===== config.mk =====
export PLATFORM = sky130hd
export DESIGN_NAME = serial_rx
export DESIGN_NICKNAME = d
export VERILOG_FILES = /design/src/rtl/serial_rx.sv
export SDC_FILE = /design/constraint.sdc
export NUM_CORES = 1
export LEC_CHECK = 0
export CORE_MARGIN = 4
export CORE_UTILIZATION = 35
export DETAILED_ROUTE_END_ITERATION = 8
export HOLD_SLACK_MARGIN = 0.05
export PLACE_DENSITY = 0.62
export SLEW_MARGIN = 10
export SYNTH_ARGS = -nofsm -noshare
export SYNTH_HDL_FRONTEND = slang
export SYNTH_SLANG_ARGS = --single-unit

===== constraint.sdc =====
create_clock -name sysclk -period 2.9 [get_ports sysclk]
set_input_delay 0.87 -clock sysclk [delete_from_list [all_inputs] [get_ports sysclk]]
set_output_delay 0.87 -clock sysclk [all_outputs]
set_load 0.01 [all_outputs]

===== src/rtl/serial_rx.sv =====
// serial_rx: UART receiver, 8N1, LSB first, idle-high line.
// Turns the asynchronous serialIn line into parallel bytes. The
// receive-side counterpart of the cereal transmitter.
//
// Ports:
//   sysclk     in   system clock, rising edge
//   reset      in   synchronous, active-high reset
//   serialIn   in   asynchronous UART line, idle high
//   data       out  [7:0] last good byte received
//   valid      out  one-cycle strobe, data updated with a good frame
//   frame_err  out  one-cycle strobe, stop bit sampled low
//   is_bs      out  with valid: byte is 0x08 or 0x7F, otherwise 0
//   busy       out  high in any state other than IDLE
//
// Build option:
//   SERIAL_RX_MAJORITY_EN  each start/data/stop sample is a 2-of-3 vote over
//                          the three cycles ending at the nominal point.
//                          Undefined: single sample at the nominal point.
//
// state | meaning
// IDLE  | waiting for the line to fall
// START | counting to mid start bit to validate it
// DATA  | sampling 8 data bits at mid-bit
// STOP  | counting to mid stop bit, then strobe valid or frame_err
module serial_rx #(
  parameter int CLKS_PER_BIT = 5208,
  parameter int HALF         = CLKS_PER_BIT / 2
) (
  input  logic       sysclk,
  input  logic       reset,
  input  logic       serialIn,
  output logic [7:0] data,
  output logic       valid,
  output logic       frame_err,
  output logic       is_bs,
  output logic       busy
);

  localparam int CW = $clog2(CLKS_PER_BIT);
  localparam logic [CW-1:0] HALF_END = CW'(HALF - 1);
  localparam logic [CW-1:0] BIT_END  = CW'(CLKS_PER_BIT - 1);

  typedef enum logic [1:0] {
    S_IDLE,
    S_START,
    S_DATA,
    S_STOP
  } state_t;

  state_t          r_state;
  logic [CW-1:0]   r_cnt;
  logic [2:0]      r_idx;
  logic [7:0]      r_sh;
  logic [7:0]      r_data;
  logic            r_valid;
  logic            r_ferr;
  logic            r_is_bs;
  logic            r_sync1;
  logic            r_sync2;

  state_t          w_state;
  logic [CW-1:0]   w_cnt;
  logic [2:0]      w_idx;
  logic [7:0]      w_sh;
  logic [7:0]      w_data;
  logic            w_valid;
  logic            w_ferr;
  logic            w_is_bs;
  logic            w_rx;
  logic            w_bit;

  assign w_rx = r_sync2;

`ifdef SERIAL_RX_MAJORITY_EN
  // Two previous synchronized samples; with w_rx they form the three votes
  // ending at the nominal sample point.
  logic [1:0] r_hist;

  always_ff @(posedge sysclk) begin
    if (reset) r_hist <= 2'b11;
    else       r_hist <= {r_hist[0], w_rx};
  end

  assign w_bit = (r_hist[1] & r_hist[0]) | (r_hist[1] & w_rx) | (r_hist[0] & w_rx);
`else
  assign w_bit = w_rx;
`endif

  always_ff @(posedge sysclk) begin
    if (reset) begin
      r_sync1 <= 1'b1;
      r_sync2 <= 1'b1;
      r_state <= S_IDLE;
      r_cnt   <= '0;
      r_idx   <= '0;
      r_sh    <= '0;
      r_data  <= '0;
      r_valid <= 1'b0;
      r_ferr  <= 1'b0;
      r_is_bs <= 1'b0;
    end else begin
      r_sync1 <= serialIn;
      r_sync2 <= r_sync1;
      r_state <= w_state;
      r_cnt   <= w_cnt;
      r_idx   <= w_idx;
      r_sh    <= w_sh;
      r_data  <= w_data;
      r_valid <= w_valid;
      r_ferr  <= w_ferr;
      r_is_bs <= w_is_bs;
    end
  end

  always_comb begin
    w_state = r_state;
    w_cnt   = r_cnt;
    w_idx   = r_idx;
    w_sh    = r_sh;
    w_data  = r_data;
    w_valid = 1'b0;
    w_ferr  = 1'b0;
    w_is_bs = 1'b0;

    case (r_state)
      S_IDLE: begin
        if (!w_rx) begin
          w_state = S_START;
          w_cnt   = '0;
        end
      end

      S_START: begin
        if (r_cnt == HALF_END) begin
          if (w_bit) begin
            w_state = S_IDLE;
          end else begin
            w_state = S_DATA;
            w_cnt   = '0;
            w_idx   = '0;
          end
        end else begin
          w_cnt = r_cnt + CW'(1);
        end
      end

      S_DATA: begin
        if (r_cnt == BIT_END) begin
          w_sh  = {w_bit, r_sh[7:1]};
          w_cnt = '0;
          w_idx = r_idx + 3'd1;
          if (r_idx == 3'd7) w_state = S_STOP;
        end else begin
          w_cnt = r_cnt + CW'(1);
        end
      end

      S_STOP: begin
        // Back to IDLE at mid-stop so a start bit right after the stop bit
        // is caught.
        if (r_cnt == BIT_END) begin
          w_state = S_IDLE;
          if (w_bit) begin
            w_data  = r_sh;
            w_valid = 1'b1;
            w_is_bs = (r_sh == 8'h08) || (r_sh == 8'h7F);
          end else begin
            w_ferr = 1'b1;
          end
        end else begin
          w_cnt = r_cnt + CW'(1);
        end
      end

      default: w_state = S_IDLE;
    endcase
  end

  assign data      = r_data;
  assign valid     = r_valid;
  assign frame_err = r_ferr;
  assign is_bs     = r_is_bs;
  assign busy      = (r_state != S_IDLE);

endmodule


==> metrics <==
Yosys top cell by area=dfxtp_1; antenna violations before repair=0; CP required=3.07 ns; max-cap viol count=0; multiplexer share of the synthesized area=0.0542; syn_nets=213; CP max-delay cell=nor4_4; Reg clk slew, reported paths=0.08 ns; met2 wire length=1.85 mm; r2r worst-path depth=6; Post-CTS Hold Buffers=0; skew final=0.00710 ns; Synth area leaders=dfxtp_1, nand2_1, mux2i_1; Placeable Area=0.00517 mm²; Global Route Usage Sum=0.136; metal3 WL=141 µm; layout cells sized above 1=0.138; met1 WL=1.91 mm; via count=1524; Starting DRT DRC Count=49; sequential area share after synthesis=0.412; Synthesis Warnings=0; # nets final=229; top layer in use=met4; Synth cell types=54; die height=81.5 µm; first-pass GRT wire length=7.07 mm; worst-margin pin slew=0.545 ns; clk_lat worst skew=0.29 ns; Post-synth EDFFs=0; VDD IR-drop max=0.312 mV; Primary FF master, synth=dfxtp_1; DRT Pass-1 Iters=4; I/O Pins=15; Row Count=26; headroom to the max-slew limit=0.632; CTS buffer count=5; synthesized area=0.00189 mm²; Period minus WS final=2.56 ns; Chip Width=81.5 µm; Hold Path Class=reg -> reg; FFs w/ async S/R, synth=0; crit-path max FO=11; final setup TNS=0 ns; Leakage=0.893 nW; main combinational cell family by area after synthesis=simple AND/OR/NAND/NOR gates; clk root buf=clkbuf_8; status=finished clean; post-route insts no fill=294; syn_area_per_cell=9.15 µm²; Synth Area in Adders=0.0198; simple-gate share of the synthesized area=0.305; CTS tree=built; GPL Wtd Cong=0.803; number of synthesized register bits=39; DR vias/cell=5.18; critical path class=reg -> reg; Cell Pwr Density=470 mW/mm²; H-tree depth=2; Synth Area in XOR/XNOR=0.0139; hold path depth=1; Port Buf Inserts=14; Max Fclk=391 MHz; Startpoint Class=register; Final Hold Vio Count=0; die footprint=0.00665 mm²; Initial Utilization=0.366; final worst path period share=0.882; compound-gate portion of the synthesized area=0.165; Detail Route Antenna Nets=0; total length of routed wires=3.94 mm; number of global-route vias before repair=1467; crit end category=register; diode count=0; # clock sinks=39; routed len/inst=13.4 µm; max-slew violations=0; RSZ-0062 raised after global routing=no; clk buf depth=2; placed cells=286; Syn-to-layout area delta=17.6%; CP peak stage delay=0.51 ns; Synth top area share=0.412; Final Setup Violations=0; Post-Syn Instances=207; crit path cell chain=ha_1 -> or3b_4 -> nor4_4 -> nand3b_1 -> nand3_1 -> a21oi_1; Residual DRC=0; largest net degree at the start of global routing=31; WP data arrival=2.73 ns; total global routing overflow=0; setup bufs post-CTS=0; hpwl dp=2.71 mm; PostCTS Resize Cnt=0
-- power by group --
part | switching, mW | internal, mW | leakage (nW) | total, mW
Clock | 0.204 | 0.261 | 0.0587 | 0.465
Combinational | 0.0243 | 0.0159 | 0.520 | 0.0402
Sequential | 0.00394 | 0.538 | 0.315 | 0.542
-- per-layer routing --
metal,global-route usage,vias to the layer above
li1,-,785
met1,0.183,713
met2,0.212,19
met3,0.0450,7
met4,0.0321,0
met5,0,-
-- through the flow --
step	utilization	area (µm²)	total power [mW]	setup slack [ns]	hold slack, ns
finish	0.430	2230	1.05	0.341	0.414
global route	0.430	2230	1.10	0.0833	0.426
floorplan	-	1890	0.581	0.693	0.389
detailed placement	0.408	2110	0.595	0.352	0.395
global placement	0.408	2110	0.595	0.330	0.395
CTS	0.430	2230	1.07	0.323	0.416
-- synthesized netlist by cell type, drive strengths merged (3+ instances only) --
cell type  instances
a211o              3
and3               7
nor3               5
nor3b              3
a21oi             16
inv                4
nor2b              3
or2                4
nand2b             4
mux2i              8
ha                 3
dfxtp             39
a21o               3
a22o               3
buf                3
nor2              15
nand2             27
a221o              3
clkbuf             6
nand3             13
nor4               6
-- kinds of logic (layout without fill, tap and decap cells) --
group / Yosys count / count (layout)
AND/OR/NAND/NOR: 100 / 100
AO/OA/AOI/OAI: 39 / 39
flip-flops: 39 / 39
buffers and inverters: 13 / 30
multiplexers: 10 / 10
adder cells (fa/ha/maj): 3 / 3
XOR/XNOR: 3 / 3
-- layout by cell type, fill, tap and decap left out, types with 2 or more instances in the layout --
cell type / count
inv_1: 4
nor4_1: 4
xor2_1: 2
a21o_1: 2
buf_4: 4
nor2b_1: 3
nand3b_1: 2
o21ai_0: 2
dfxtp_1: 39
a211o_1: 3
nand2b_1: 4
nor2_1: 15
nand4bb_1: 2
nand2_1: 26
ha_1: 3
mux2_2: 2
a21oi_1: 14
a221o_1: 3
a22o_1: 3
nor3b_2: 2
clkdlybuf4s50_1: 14
nand3_1: 12
or2_2: 4
and3_1: 7
nor3_1: 5
clkbuf_8: 5
mux2i_1: 8
-- final cells by class --
type	count	area (µm²)
Fill cell	515	2950
Inverter	4	15.0
Tap cell	70	87.6
Sequential cell	39	781
Multi-Input combinational cell	155	1060
Clock inverter	3	47.5
Timing Repair Buffer	18	170
Clock buffer	5	68.8
-- critical path: cells and delay by family, from the launching register on --
| family | cells | cell delay, ns |
|---|---|---|
| adder cells (fa/ha/maj) | 1 | 0.27 |
| AO/OA/AOI/OAI | 1 | 0.08 |
| flip-flops | 1 | 0.46 |
| AND/OR/NAND/NOR | 4 | 1.64 |
-- worst paths after layout --
kind                            startpoint        to  slack, ns
worst max-delay path              r_cnt[0]  r_idx[1]       0.34
worst min-delay path               r_sync1   r_sync2       0.41
worst max register to register    r_cnt[0]  r_idx[1]       0.34
worst min register to register     r_sync1   r_sync2       0.41
-- sequential cells by signal, summed over array words and instances (netlist names), named ones only --
signal	flops
valid	1
r_sync1	1
frame_err	1
r_sh	8
data	8
is_bs	1
r_sync2	1
r_state	1
r_idx	3
r_cnt	13
Note: power is estimated with default switching activity, not from simulation.
